File: config.mk
export PLATFORM = sky130hd
export DESIGN_NAME = ps2_host_tx
export DESIGN_NICKNAME = d
export VERILOG_FILES = /design/src/rtl/ps2_host_tx.sv
export SDC_FILE = /design/constraint.sdc
export NUM_CORES = 1
export LEC_CHECK = 0
export CAP_MARGIN = 5
export CORE_MARGIN = 10
export CORE_UTILIZATION = 54
export CTS_CLUSTER_DIAMETER = 100
export DETAILED_ROUTE_END_ITERATION = 7
export GPL_ROUTABILITY_DRIVEN = 0
export PLACE_DENSITY_LB_ADDON = 0.25
export SLEW_MARGIN = 10
export SYNTH_ARGS = -nofsm -noshare
export SYNTH_HDL_FRONTEND = slang
export SYNTH_SLANG_ARGS = --single-unit
File: constraint.sdc
create_clock -name Clk -period 2.8 [get_ports Clk]
set_clock_uncertainty 0.1 [all_clocks]
set_input_delay 0.28 -clock Clk [delete_from_list [all_inputs] [get_ports Clk]]
set_output_delay 0.28 -clock Clk [all_outputs]
set_load 0.01 [all_outputs]
File: src/rtl/ps2_host_tx.sv
// PS/2 host-to-device transmitter: inhibit, request-to-send, 8 data bits,
// odd parity, stop bit and device acknowledge, with an overall timeout.
//
// Ports:
//   Clk         system clock (only clock in the block)
//   reset       synchronous, active-high
//   tx_data     byte to send to the device
//   tx_start    one-cycle send request, taken only when idle
//   psClk       raw PS/2 clock line level (asynchronous)
//   psData      raw PS/2 data line level (asynchronous)
//   psClk_low   1 = pull PS/2 clock low, 0 = release
//   psData_low  1 = pull PS/2 data low, 0 = release
//   busy        transfer in progress
//   done        one-cycle pulse, byte sent and acknowledged
//   error       one-cycle pulse, timeout or missing acknowledge
module ps2_host_tx #(
   parameter int INHIBIT_CYCLES = 5000,
   parameter int TIMEOUT_CYCLES = 750000
) (
   input  logic       Clk,
   input  logic       reset,
   input  logic [7:0] tx_data,
   input  logic       tx_start,
   input  logic       psClk,
   input  logic       psData,
   output logic       psClk_low,
   output logic       psData_low,
   output logic       busy,
   output logic       done,
   output logic       error
);

   localparam int IW = $clog2(INHIBIT_CYCLES + 1);
   localparam int TW = $clog2(TIMEOUT_CYCLES + 1);

   localparam logic [IW-1:0] INH_LAST = IW'(INHIBIT_CYCLES - 1);
   localparam logic [TW-1:0] TO_LAST  = TW'(TIMEOUT_CYCLES - 1);

   typedef enum logic [2:0] {
      S_IDLE,
      S_INHIBIT,
      S_REQUEST,
      S_BITS,
      S_ACK,
      S_WAIT_IDLE
   } state_t;

   state_t state, state_n;

   logic          clk_meta, clk_sync, clk_prev;
   logic          data_meta, data_sync;
   logic          fall;

   logic [IW-1:0] inh_cnt, inh_n;
   logic [TW-1:0] to_cnt, to_n;
   logic [8:0]    shift, shift_n;
   logic [3:0]    bit_cnt, bit_n;
   logic          dlow, dlow_n;
   logic          done_n, error_n;
   logic          clk_low_n, data_low_n;
   logic          active;

   // Two-flop synchronizers; lines idle high, so reset them to 1.
   always_ff @(posedge Clk) begin
      if (reset) begin
         clk_meta  <= 1'b1;
         clk_sync  <= 1'b1;
         clk_prev  <= 1'b1;
         data_meta <= 1'b1;
         data_sync <= 1'b1;
      end else begin
         clk_meta  <= psClk;
         clk_sync  <= clk_meta;
         clk_prev  <= clk_sync;
         data_meta <= psData;
         data_sync <= data_meta;
      end
   end

   assign fall = clk_prev & ~clk_sync;

   assign active = (state == S_REQUEST) || (state == S_BITS) ||
                   (state == S_ACK) || (state == S_WAIT_IDLE);

   always_ff @(posedge Clk) begin
      if (reset) begin
         state      <= S_IDLE;
         inh_cnt    <= '0;
         to_cnt     <= '0;
         shift      <= '0;
         bit_cnt    <= '0;
         dlow       <= 1'b0;
         done       <= 1'b0;
         error      <= 1'b0;
         psClk_low  <= 1'b0;
         psData_low <= 1'b0;
      end else begin
         state      <= state_n;
         inh_cnt    <= inh_n;
         to_cnt     <= to_n;
         shift      <= shift_n;
         bit_cnt    <= bit_n;
         dlow       <= dlow_n;
         done       <= done_n;
         error      <= error_n;
         psClk_low  <= clk_low_n;
         psData_low <= data_low_n;
      end
   end

   always_comb begin
      state_n = state;
      inh_n   = inh_cnt;
      to_n    = to_cnt;
      shift_n = shift;
      bit_n   = bit_cnt;
      dlow_n  = dlow;
      done_n  = 1'b0;
      error_n = 1'b0;

      unique case (state)
         S_IDLE: begin
            dlow_n = 1'b0;
            if (tx_start) begin
               shift_n = {~^tx_data, tx_data};
               bit_n   = '0;
               inh_n   = '0;
               state_n = S_INHIBIT;
            end
         end
         S_INHIBIT: begin
            if (inh_cnt == INH_LAST) begin
               inh_n   = '0;
               to_n    = '0;
               state_n = S_REQUEST;
            end else begin
               inh_n = inh_cnt + IW'(1);
            end
         end
         S_REQUEST: begin
            if (fall) begin
               dlow_n  = ~shift[0];
               shift_n = {1'b0, shift[8:1]};
               bit_n   = 4'd1;
               state_n = S_BITS;
            end
         end
         S_BITS: begin
            if (fall) begin
               if (bit_cnt == 4'd9) begin
                  // Stop bit: release data and await the device ack.
                  dlow_n  = 1'b0;
                  state_n = S_ACK;
               end else begin
                  dlow_n  = ~shift[0];
                  shift_n = {1'b0, shift[8:1]};
                  bit_n   = bit_cnt + 4'd1;
               end
            end
         end
         S_ACK: begin
            if (fall) begin
               if (data_sync) begin
                  error_n = 1'b1;
                  state_n = S_IDLE;
               end else begin
                  state_n = S_WAIT_IDLE;
               end
            end
         end
         S_WAIT_IDLE: begin
            if (clk_sync && data_sync) begin
               done_n  = 1'b1;
               state_n = S_IDLE;
            end
         end
         default: state_n = S_IDLE;
      endcase

      // Timeout has priority over any protocol event in the same cycle.
      if (active) begin
         if (to_cnt == TO_LAST) begin
            done_n  = 1'b0;
            error_n = 1'b1;
            dlow_n  = 1'b0;
            state_n = S_IDLE;
         end else begin
            to_n = to_cnt + TW'(1);
         end
      end
   end

   // Line drives are registered from next-state so the pads never glitch.
   always_comb begin
      clk_low_n  = (state_n == S_INHIBIT);
      data_low_n = 1'b0;
      unique case (state_n)
         S_INHIBIT: data_low_n = (inh_n == INH_LAST);
         S_REQUEST: data_low_n = 1'b1;
         S_BITS:    data_low_n = dlow_n;
         default:   data_low_n = 1'b0;
      endcase
   end

   assign busy = (state != S_IDLE);

endmodule

==> flow_summary_export.csv, run 1 <==
group,metric,value,unit
run_status,run_status,"completed",
clocking,cts_num_sinks,59,
die,ioPinCount,18,
clocking,postCtsSetupRepairBufs,0,
logic_synthesis,yosys_warnings,0,
hold_path,whs_endpoint,"clk_sync",
die,rows,28,
clocking,cts_tree,"done",
critical_path,reg2reg_slack,190,ps
timing,post_route_minimum_period,2610,ps
global_routing,gr-total-overflow,0,
placed_design,placed_cells_incl_taps,480,
clocking,clock_tree.root_cell,"sky130_fd_sc_hd__clkbuf_8",
critical_path,cp-start-kind,"flop",
clocking,cts.reportedPaths.clkPinSlew,70,ps
die,floorplan.initialDensity,55.4,%
critical_path,r2r-start,"inh_cnt[0]",
layout,final_layout_size_suffix_gt1_share,12.1,%
layout,filler_cell_count,544,
critical_path,worst_r2r_path_depth,7,
global_routing,grt_max_degree,18,
detailed_routing,first_pass_iters,4,
detailed_routing,via_count,3000,
power_and_ir_drop,power.leakage,1.23,nW
critical_path,crit_path_max_fanout,11,
layout,multi_input_comb_area,1940,µm²
detailed_routing,number_of_vias_per_cell,6.05,
global_routing,groute.usage.overall,15.4,%
clocking,post_cts_hold_buffer_count,0,
clocking,cts_max_path_buffers,2,
layout,final-seq-area,1180,µm²
logic_synthesis,synth_seq_area_share,36.0,%
flow_run,cap_violations,0,
detailed_routing,detailedRoute.firstIterationViolations,222,
critical_path,worst-setup-path-type,"reg2reg",
detailed_routing,finalWirelength,7.52,mm
timing,max-slew-margin-rel,44.2,%
layout,area_growth,12.0,%
global_routing,vias_in_the_first_global_route,2714,
logic_synthesis,synth.net_count,417,
layout,final_net_count,433,
hold_path,min-delay-start,"clk_meta",
clocking,insertion_delay,340,ps
global_routing,grt_antenna_before_repair,0,
placed_design,hpwlAfterDp,5.29,mm
timing,finalSetupViolCount,0,
layout,post-route-util,62.1,%
layout,n_antenna_cell,0,
global_routing,grt_pass1_wl,12.6,mm
hold_path,worstHoldPathType,"reg2reg",
timing,final.period_utilization,93.2,%
power_and_ir_drop,vdd_drop_max,0.000345,V
logic_synthesis,flip_flop_and_latch_count_after_synthesis,59,
clocking,postCtsResizedCells,0,
critical_path,crit_path_end_kind,"flop",
timing,report.final.slew_viol_count,0,
layout,layout.cells.non_filler,496,
placed_design,place.port_buffers,17,
timing,report.final.hold_viol_count,0,
logic_synthesis,netlist_area,3280,µm²
timing,measured_slew_at_the_worst_slew_check_pin,833,ps
critical_path,crit_arrival,2770,ps
clocking,clock_tree.htree_level_count,3,
timing,max_freq,383,MHz
timing,setup_repair_after_global_routing_missed_its_margin,"false",
logic_synthesis,synth_enable_flop_cells,0,
layout,fin_area,3680,µm²
power_and_ir_drop,powerDensity,458,nW/µm²
detailed_routing,ant_nets,0,
placed_design,place_area,3520,µm²
critical_path,required,2960,ps
clocking,tritoncts_buffer_count,9,
logic_synthesis,synthCells,400,
logic_synthesis,synth_cell_types,65,
timing,fin_tns_setup,0,ps
hold_path,holdPathStages,1,
timing,final.hold.worst_slack,309,ps
die,die_width,98.0,µm
detailed_routing,drc,0,
die,fp.coreArea,5920,µm²
logic_synthesis,dominantRegCellSynth,"sky130_fd_sc_hd__dfxtp_1",
die,dieHeight,98.0,µm
critical_path,r2r-end,"psData_low",
detailed_routing,wire_per_inst,15.2,µm
logic_synthesis,avgSynthCellArea,8.20,µm²
logic_synthesis,synth_async_sr_flop_share,0,%
die,die_area,9600,µm²
Yosys cell counts (3+ instances only):
| master | count | area, µm² |
|---|---|---|
| sky130_fd_sc_hd__a31oi_1 | 8 | 50.1 |
| sky130_fd_sc_hd__a2bb2oi_1 | 3 | 26.3 |
| sky130_fd_sc_hd__o211ai_1 | 3 | 22.5 |
| sky130_fd_sc_hd__a21oi_1 | 19 | 95.1 |
| sky130_fd_sc_hd__nor2_1 | 47 | 176 |
| sky130_fd_sc_hd__buf_2 | 3 | 15.0 |
| sky130_fd_sc_hd__dfxtp_1 | 59 | 1180 |
| sky130_fd_sc_hd__or3_1 | 5 | 31.3 |
| sky130_fd_sc_hd__o21ai_0 | 9 | 45.0 |
| sky130_fd_sc_hd__buf_4 | 3 | 22.5 |
| sky130_fd_sc_hd__nor3_1 | 5 | 25.0 |
| sky130_fd_sc_hd__nand2_1 | 47 | 176 |
| sky130_fd_sc_hd__nand4_1 | 12 | 75.1 |
| sky130_fd_sc_hd__nor2b_1 | 7 | 43.8 |
| sky130_fd_sc_hd__o21ai_1 | 4 | 20.0 |
| sky130_fd_sc_hd__a211oi_1 | 5 | 37.5 |
| sky130_fd_sc_hd__nand4b_1 | 3 | 26.3 |
| sky130_fd_sc_hd__nor4b_1 | 3 | 26.3 |
| sky130_fd_sc_hd__xnor2_1 | 17 | 149 |
| sky130_fd_sc_hd__ha_1 | 4 | 50.1 |
| sky130_fd_sc_hd__clkbuf_1 | 16 | 60.1 |
| sky130_fd_sc_hd__inv_1 | 10 | 37.5 |
| sky130_fd_sc_hd__nor4_1 | 9 | 56.3 |
| sky130_fd_sc_hd__nand3_1 | 8 | 40.0 |
| sky130_fd_sc_hd__nand2b_1 | 5 | 31.3 |
| sky130_fd_sc_hd__xor2_1 | 6 | 52.6 |
| sky130_fd_sc_hd__a311oi_1 | 13 | 114 |
| sky130_fd_sc_hd__or2_2 | 9 | 56.3 |
| sky130_fd_sc_hd__or4_1 | 7 | 52.6 |
| sky130_fd_sc_hd__and3_1 | 10 | 62.6 |
area by class of cell:
class                   instances  area share (%)
repair buffers                 29            7.08
multi-input cells             307            52.9
inverters                      10            1.02
clock inverters                 6           0.885
flip-flops and latches         59            32.1
well taps                      75            2.55
clock buffers                  10            3.47
layout by cell type, fill, tap and decap left out, types with 4 or more instances in the layout:
cell type                         synthesis  final
sky130_fd_sc_hd__a211oi_1                 5      5
sky130_fd_sc_hd__a21oi_1                 19     19
sky130_fd_sc_hd__a311oi_1                13     13
sky130_fd_sc_hd__a31oi_1                  8      8
sky130_fd_sc_hd__and3_1                  10     10
sky130_fd_sc_hd__buf_4                    3     12
sky130_fd_sc_hd__clkbuf_8                 0      9
sky130_fd_sc_hd__clkdlybuf4s50_1          0     17
sky130_fd_sc_hd__clkinv_2                 0      5
sky130_fd_sc_hd__dfxtp_1                 59     59
sky130_fd_sc_hd__ha_1                     4      4
sky130_fd_sc_hd__inv_1                   10     10
sky130_fd_sc_hd__nand2_1                 47     47
sky130_fd_sc_hd__nand2b_1                 5      5
sky130_fd_sc_hd__nand3_1                  8      8
sky130_fd_sc_hd__nand4_1                 12     12
sky130_fd_sc_hd__nor2_1                  47     47
sky130_fd_sc_hd__nor2b_1                  7      7
sky130_fd_sc_hd__nor3_1                   5      5
sky130_fd_sc_hd__nor4_1                   9      9
sky130_fd_sc_hd__o21ai_0                  9      9
sky130_fd_sc_hd__o21ai_1                  4      4
sky130_fd_sc_hd__or2_2                    9      9
sky130_fd_sc_hd__or3_1                    5      5
sky130_fd_sc_hd__or4_1                    7      7
sky130_fd_sc_hd__xnor2_1                 17     17
sky130_fd_sc_hd__xor2_1                   6      6
registers in the layout, indices dropped and copies added (netlist names):
signal / count
to_cnt: 20
data_sync: 1
data_meta: 1
error: 1
state: 3
bit_cnt: 4
shift: 9
done: 1
clk_prev: 1
psData_low: 1
clk_meta: 1
psClk_low: 1
dlow: 1
inh_cnt: 13
clk_sync: 1
routing by layer:
metal | GRT usage, % | routed length [µm] | part of all wire, %
met5 | 0 | 0 | 0
met4 | 7.05 | 158 | 2.1
met1 | 19.5 | 3450 | 46
met3 | 3.95 | 397 | 5.3
met2 | 23.8 | 3510 | 47
worst max path at each step:
stage          startpoint         end  slack [ps]
6_report       inh_cnt[0]  psData_low         190
3_5_place_dp   inh_cnt[1]  psData_low         280
4_1_cts        inh_cnt[1]  psData_low         280
3_3_place_gp   inh_cnt[1]  psData_low         390
2_1_floorplan  inh_cnt[0]  psData_low         630
5_1_grt        inh_cnt[0]  psData_low          30
report_power, final:
part           internal [mW]  switching [mW]
Combinational         0.0727          0.0860
Clock                  0.313           0.339
Sequential             0.859          0.0150
worst max-delay path, stage by stage (launching register included):
cell                       delay (ps)
sky130_fd_sc_hd__dfxtp_1          440
sky130_fd_sc_hd__ha_1             330
sky130_fd_sc_hd__nand4_1          190
sky130_fd_sc_hd__o31ai_2          780
sky130_fd_sc_hd__or4_1            240
sky130_fd_sc_hd__and4bb_1         190
sky130_fd_sc_hd__nand4_1          100
sky130_fd_sc_hd__o31ai_2          170
cells by family (layout without fill, tap and decap cells):
group,after synthesis,count (layout),synth area share (%)
flip-flops,59,59,36.0
XOR/XNOR,23,23,6.14
buffers and inverters,34,55,4.80
adder cells (fa/ha/maj),5,5,1.83
AND/OR/NAND/NOR,194,194,32.0
AO/OA/AOI/OAI,83,83,18.6
multiplexers,2,2,0.648
through the flow:
| step | total power, mW | worst slack (ps) |
|---|---|---|
| after floorplan | 0.993 | 634 |
| after global placement | 1.05 | 388 |
| after detailed placement | 1.05 | 280 |
| after CTS | 1.70 | 276 |
| after global routing | 1.75 | 29.3 |
| final | 1.68 | 191 |
No activity file was read; power rests on OpenSTA's default activity.
==> run 2, diff against run 1 <==
--- a/config.mk
+++ b/config.mk
@@ -11,7 +11,7 @@
 export CTS_CLUSTER_DIAMETER = 100
 export DETAILED_ROUTE_END_ITERATION = 7
 export GPL_ROUTABILITY_DRIVEN = 0
-export PLACE_DENSITY_LB_ADDON = 0.25
+export PLACE_DENSITY_LB_ADDON = 0.3
 export SLEW_MARGIN = 10
 export SYNTH_ARGS = -nofsm -noshare
 export SYNTH_HDL_FRONTEND = slang
==> run 2 against run 1 <==
Utilization increased by 0.44 points. Sequential share of layout area decreased by 0.23 points. Sequential power about the same. Clock power increased by 18%. Critical path depth unchanged. Global-route usage increased by 0.091 points. Hold slack got worse by 1.4 ps. Register-to-register slack improved by 90 ps. Via count decreased by 0.60%. Highest routed layer unchanged.
==> flow_summary_export.csv, run 2 (synthesis gave the netlist of run 1 again) <==
group,metric,value,unit
global_routing,groute.usage.overall,15.5,%
clocking,clock_tree.root_cell,"sky130_fd_sc_hd__clkbuf_8",
hold_path,worstHoldPathType,"reg2reg",
power_and_ir_drop,swShare,24.3,%
detailed_routing,via_count,2982,
clocking,tritoncts_buffer_count,9,
global_routing,gr-total-overflow,0,
power_and_ir_drop,power.sequential.fraction,48.7,%
layout,n_antenna_cell,0,
clocking,post_cts_hold_buffer_count,0,
critical_path,setup.worst_path.start,"inh_cnt[0]",
critical_path,crit_path_end_kind,"flop",
power_and_ir_drop,portion_of_total_power_attributed_to_the_clock_network,42.7,%
critical_path,reg2reg_slack,280,ps
layout,top_regs,"to_cnt: 20 flops, inh_cnt: 13 flops, shift: 9 flops",
layout,top_library_cells_by_usage_in_the_layout_fill_and_taps_aside,"sky130_fd_sc_hd__dfxtp_1 (59), sky130_fd_sc_hd__nor2_1 (47), sky130_fd_sc_hd__nand2_1 (47)",
timing,report.final.slew_viol_count,0,
die,die_width,98.0,µm
timing,final_critical_path_setup_slack,280,ps
run_status,run_status,"completed",
timing,max-slew-margin-rel,49.9,%
clocking,insertion_delay,340,ps
clocking,cts_tree,"done",
detailed_routing,first_pass_iters,5,
global_routing,grt_antenna_before_repair,0,
detailed_routing,drc,0,
global_routing,grt_max_degree,25,
die,fp.coreArea,5920,µm²
die,die_area,9600,µm²
timing,setup_repair_after_global_routing_missed_its_margin,"false",
global_routing,vias_in_the_first_global_route,2869,
global_routing,grt_pass1_wl,12.9,mm
placed_design,place.port_buffers,17,
power_and_ir_drop,powerDensity,486,nW/µm²
layout,area_growth,12.8,%
timing,post_route_minimum_period,2520,ps
placed_design,dp_slack,305,ps
layout,layout_commonest_cell,"sky130_fd_sc_hd__dfxtp_1",
critical_path,cp-endpoint,"psData_low",
clocking,clock_tree.htree_level_count,3,
detailed_routing,finalWirelength,7.47,mm
timing,final.period_utilization,90.0,%
clocking,postCtsResizedCells,0,
layout,final_net_count,432,
layout,final_layout_size_suffix_gt1_share,11.9,%
clocking,cts_num_sinks,59,
clocking,cts.reportedPaths.clkPinSlew,70,ps
clocking,cts_max_path_buffers,2,
layout,largest_register_ff_count,20,
placed_design,hpwlAfterDp,5.33,mm
detailed_routing,detailedRoute.firstIterationViolations,245,
power_and_ir_drop,p_int,1.36,mW
clocking,postCtsSetupRepairBufs,0,
timing,measured_slew_at_the_worst_slew_check_pin,747,ps
detailed_routing,ant_nets,0,
power_and_ir_drop,power_switching,0.437,mW
die,ioPinCount,18,
critical_path,worst_r2r_path_depth,7,
critical_path,worst-setup-path-type,"reg2reg",
power_and_ir_drop,power.leakage,1.24,nW
critical_path,cp-start-kind,"flop",
power_and_ir_drop,comb_power_share,8.6,%
layout,largest_register,"to_cnt",
power_and_ir_drop,vdd_drop_max,0.000291,V
flow_run,cap_violations,0,
critical_path,required,2920,ps
power_and_ir_drop,fin_total_pwr,1.80,mW
timing,max_freq,397,MHz
detailed_routing,wire_per_inst,15.1,µm
die,rows,28,
die,floorplan.initialDensity,55.4,%
critical_path,crit_path_max_fanout,11,
layout,filler_cell_count,539,
critical_path,r2r-start,"inh_cnt[0]",
placed_design,placed_cells_incl_taps,479,
layout,layout.cells.non_filler,495,
detailed_routing,number_of_vias_per_cell,6.02,
timing,report.final.hold_viol_count,0,
timing,fin_tns_setup,0,ps
critical_path,crit_arrival,2640,ps
die,dieHeight,98.0,µm
timing,finalSetupViolCount,0,
critical_path,r2r-end,"psData_low",
[run 2: changes by cell type in the layout (fill, tap and decap cells not counted)]
cell                        previous run  this run
sky130_fd_sc_hd__clkinv_2              5         3
sky130_fd_sc_hd__bufinv_16             0         1
sky130_fd_sc_hd__buf_4                12        11
sky130_fd_sc_hd__clkbuf_8              9        10
[run 2: metrics by stage]
| step | hold slack [ps] | utilization, % | cell area (µm²) |
|---|---|---|---|
| after global placement | 296 | 59.3 | 3510 |
| after floorplan | 284 | - | 3280 |
| final | 308 | 62.5 | 3700 |
| after detailed placement | 297 | 59.3 | 3510 |
| after global routing | 317 | 62.5 | 3700 |
| after CTS | 312 | 62.5 | 3700 |
[run 2: worst min-delay path by stage]
stage | startpoint | depth (start not counted) | slack (ps) | to
after global placement | clk_meta | 1 | 300 | clk_sync
after CTS | clk_meta | 1 | 310 | clk_sync
after detailed placement | clk_meta | 1 | 300 | clk_sync
after floorplan | psClk | 1 | 280 | clk_meta
final | clk_meta | 1 | 310 | clk_sync
after global routing | data_meta | 1 | 320 | data_sync
[run 2: final cells by class]
cell class	instances	area, µm²	area share, %
Tap cell	75	93.8	2.53
Inverter	10	37.5	1.01
Sequential cell	59	1180	31.9
Timing Repair Buffer	28	253	6.83
Multi-Input combinational cell	307	1940	52.5
Clock buffer	11	141	3.82
Clock inverter	5	52.6	1.42
[run 2: critical path, cell delays in order (launching register included)]
cell and delay [ps]:
sky130_fd_sc_hd__dfxtp_1 430, sky130_fd_sc_hd__ha_1 310, sky130_fd_sc_hd__nand4_1 200, sky130_fd_sc_hd__o31ai_2 710
sky130_fd_sc_hd__o21ai_1 190, sky130_fd_sc_hd__o21ba_2 250, sky130_fd_sc_hd__nand4_1 120, sky130_fd_sc_hd__o31ai_2 80
[run 2: per-layer routing]
metal | GRT usage (%) | share of wire, % | vias to the layer above
li1 | - | - | 1490
met1 | 18.6 | 45 | 1385
met2 | 25.8 | 48 | 93
met3 | 3.66 | 5.2 | 14
met4 | 6.04 | 1.8 | 0
met5 | 0 | 0 | -
[run 2: power groups by stage]
stage | clock network [mW] | registers, mW | logic, mW
floorplan | 0 | 0.888 | 0.104
global placement | 0 | 0.894 | 0.151
detailed placement | 0 | 0.894 | 0.154
CTS | 0.777 | 0.876 | 0.154
global route | 0.812 | 0.879 | 0.169
finish | 0.768 | 0.876 | 0.154
==> run 3, diff against run 2 <==
==> constraint.sdc (replaced) <==
create_clock -name Clk -period 2.5 [get_ports Clk]
set_clock_uncertainty 0.1 [all_clocks]
set_input_delay 0.25 -clock Clk [delete_from_list [all_inputs] [get_ports Clk]]
set_output_delay 0.25 -clock Clk [all_outputs]
set_load 0.01 [all_outputs]
==> run 3 against run 2 <==
Die area unchanged. Routed wire length is 6.1% higher. Critical path depth shrank 2. Maximum frequency increased by 7.4%. Final cell count up 2.4%. Sequential power increased by 12%. Register-to-register slack worse by 130 ps. Combinational power is 23% higher. Clock power is 1% lower. Non-clock buffer count is 14 higher. First-iteration DRC count down 22%. Hold slack about the same.
==> flow_summary_export.csv, run 3 (synthesis gave the netlist of run 1 again) <==
group,metric,value,unit
layout,top_regs,"to_cnt: 20 flops, inh_cnt: 13 flops, shift: 9 flops",
critical_path,crit_path_max_fanout,12,
die,ioPinCount,18,
layout,largest_register_ff_count,20,
clocking,cts.reportedPaths.clkPinSlew,70,ps
timing,max_freq,426,MHz
detailed_routing,detailedRoute.firstIterationViolations,192,
layout,filler_cell_count,501,
global_routing,grt_antenna_before_repair,0,
timing,report.final.hold_viol_count,0,
critical_path,worst-setup-path-type,"reg2reg",
critical_path,setup.worst_path.start,"state[0]",
placed_design,place.port_buffers,17,
detailed_routing,drc,0,
critical_path,cp_slowest_cell,"sky130_fd_sc_hd__or4_1",
critical_path,cp-start-kind,"flop",
timing,post_route_minimum_period,2350,ps
placed_design,place_area,3610,µm²
die,rows,28,
detailed_routing,wire_per_inst,15.6,µm
critical_path,number_of_buffer_and_inverter_instances_along_the_worst_setup_path,1,
run_status,run_status,"completed",
die,floorplan.initialDensity,55.4,%
clocking,cts_tree,"done",
layout,post-route-util,64.0,%
timing,fin_tns_setup,0,ps
clocking,cts_max_path_buffers,2,
hold_path,worstHoldPathType,"reg2reg",
clocking,tritoncts_buffer_count,9,
die,die_area,9600,µm²
layout,final_net_count,446,
layout,area_growth,15.5,%
detailed_routing,via_count,3050,
critical_path,r2r-start,"state[0]",
clocking,insertion_delay,340,ps
layout,layout.cells.non_filler,507,
timing,finalSetupViolCount,0,
critical_path,timing.critical_path.cells,"or3b_1, or4_1, nand2b_1, buf_4, nor2_1",
critical_path,crit_arrival,2480,ps
timing,measured_slew_at_the_worst_slew_check_pin,479,ps
global_routing,grt_max_degree,37,
timing,max-slew-margin-rel,68.0,%
layout,n_antenna_cell,0,
layout,final_layout_size_suffix_gt1_share,14.8,%
clocking,post_cts_hold_buffer_count,0,
clocking,clock_tree.htree_level_count,3,
critical_path,crit_path_end_kind,"flop",
global_routing,grt_pass1_wl,13.5,mm
critical_path,required,2630,ps
power_and_ir_drop,power.leakage,1.31,nW
timing,final.period_utilization,93.8,%
global_routing,gr-total-overflow,0,
detailed_routing,number_of_vias_per_cell,6.02,
power_and_ir_drop,powerDensity,508,nW/µm²
detailed_routing,finalWirelength,7.93,mm
layout,fin_area,3790,µm²
critical_path,cpLargestDelayFamily,"simple AND/OR/NAND/NOR gates",
detailed_routing,first_pass_iters,5,
hold_path,min-delay-start,"clk_meta",
critical_path,cpPeakStageDelay,760,ps
die,die_width,98.0,µm
power_and_ir_drop,vdd_drop_max,0.000425,V
placed_design,placed_cells_incl_taps,493,
layout,layout_commonest_cell,"sky130_fd_sc_hd__dfxtp_1",
timing,setup_repair_after_global_routing_missed_its_margin,"false",
timing,report.final.slew_viol_count,0,
clocking,cts_num_sinks,59,
flow_run,cap_violations,0,
layout,top_library_cells_by_usage_in_the_layout_fill_and_taps_aside,"sky130_fd_sc_hd__dfxtp_1 (59), sky130_fd_sc_hd__nor2_1 (47), sky130_fd_sc_hd__nand2_1 (47)",
global_routing,groute.usage.overall,16.5,%
die,fp.coreArea,5920,µm²
global_routing,vias_in_the_first_global_route,2914,
clocking,clock_tree.root_cell,"sky130_fd_sc_hd__clkbuf_8",
die,dieHeight,98.0,µm
placed_design,hpwlAfterDp,5.50,mm
detailed_routing,ant_nets,0,
layout,largest_register,"to_cnt",
## run 3: cell count changes in the layout (fill, tap and decap cells not counted), sizes merged
cell / previous run / this run
buf: 11 / 25
bufinv: 1 / 0
clkinvlp: 1 / 0
## run 3: final timing paths
check | endpoint | slack, ps | cells after the start
max | to_cnt[17] | 150 | 5
min | clk_sync | 310 | 1
max reg2reg | to_cnt[17] | 150 | 5
min reg2reg | clk_sync | 310 | 1
## run 3: layer usage
metal	wire, µm	track usage, %	vias up
met2	3940	28.0	74
li1	-	-	1514
met4	213	9.51	0
met3	301	3.45	21
met5	0	0	-
met1	3480	18.6	1441
## run 3: where the power goes
part | internal, mW | switching [mW] | leakage (nW)
registers | 0.963 | 0.0141 | 0.479
clock network | 0.397 | 0.361 | 0.0908
logic | 0.0872 | 0.102 | 0.736
total | 1.45 | 0.477 | 1.31
## run 3: stage by stage
| stage | worst slack (ps) | hold slack [ps] | power [mW] |
|---|---|---|---|
| 5_1_grt | 50.7 | 331 | 2.00 |
| 3_3_place_gp | 116 | 299 | 1.18 |
| 6_report | 154 | 307 | 1.92 |
| 4_1_cts | 39.2 | 317 | 1.94 |
| 3_5_place_dp | 61.9 | 305 | 1.18 |
| 2_1_floorplan | 334 | 254 | 1.11 |
## run 3: layout make-up
type | count | area [µm²] | area share [%]
Tap cell | 75 | 93.8 | 2.48
Timing Repair Buffer | 42 | 358 | 9.44
Multi-Input combinational cell | 307 | 1950 | 51.5
Sequential cell | 59 | 1180 | 31.2
Inverter | 10 | 37.5 | 0.990
Clock inverter | 3 | 15.0 | 0.396
Clock buffer | 11 | 151 | 3.99
## run 3: what timing repair did
item	4_1_cts	5_1_grt
setup buffers	0	0
endpoints found under the setup margin	0	3
gates resized for setup	0	2
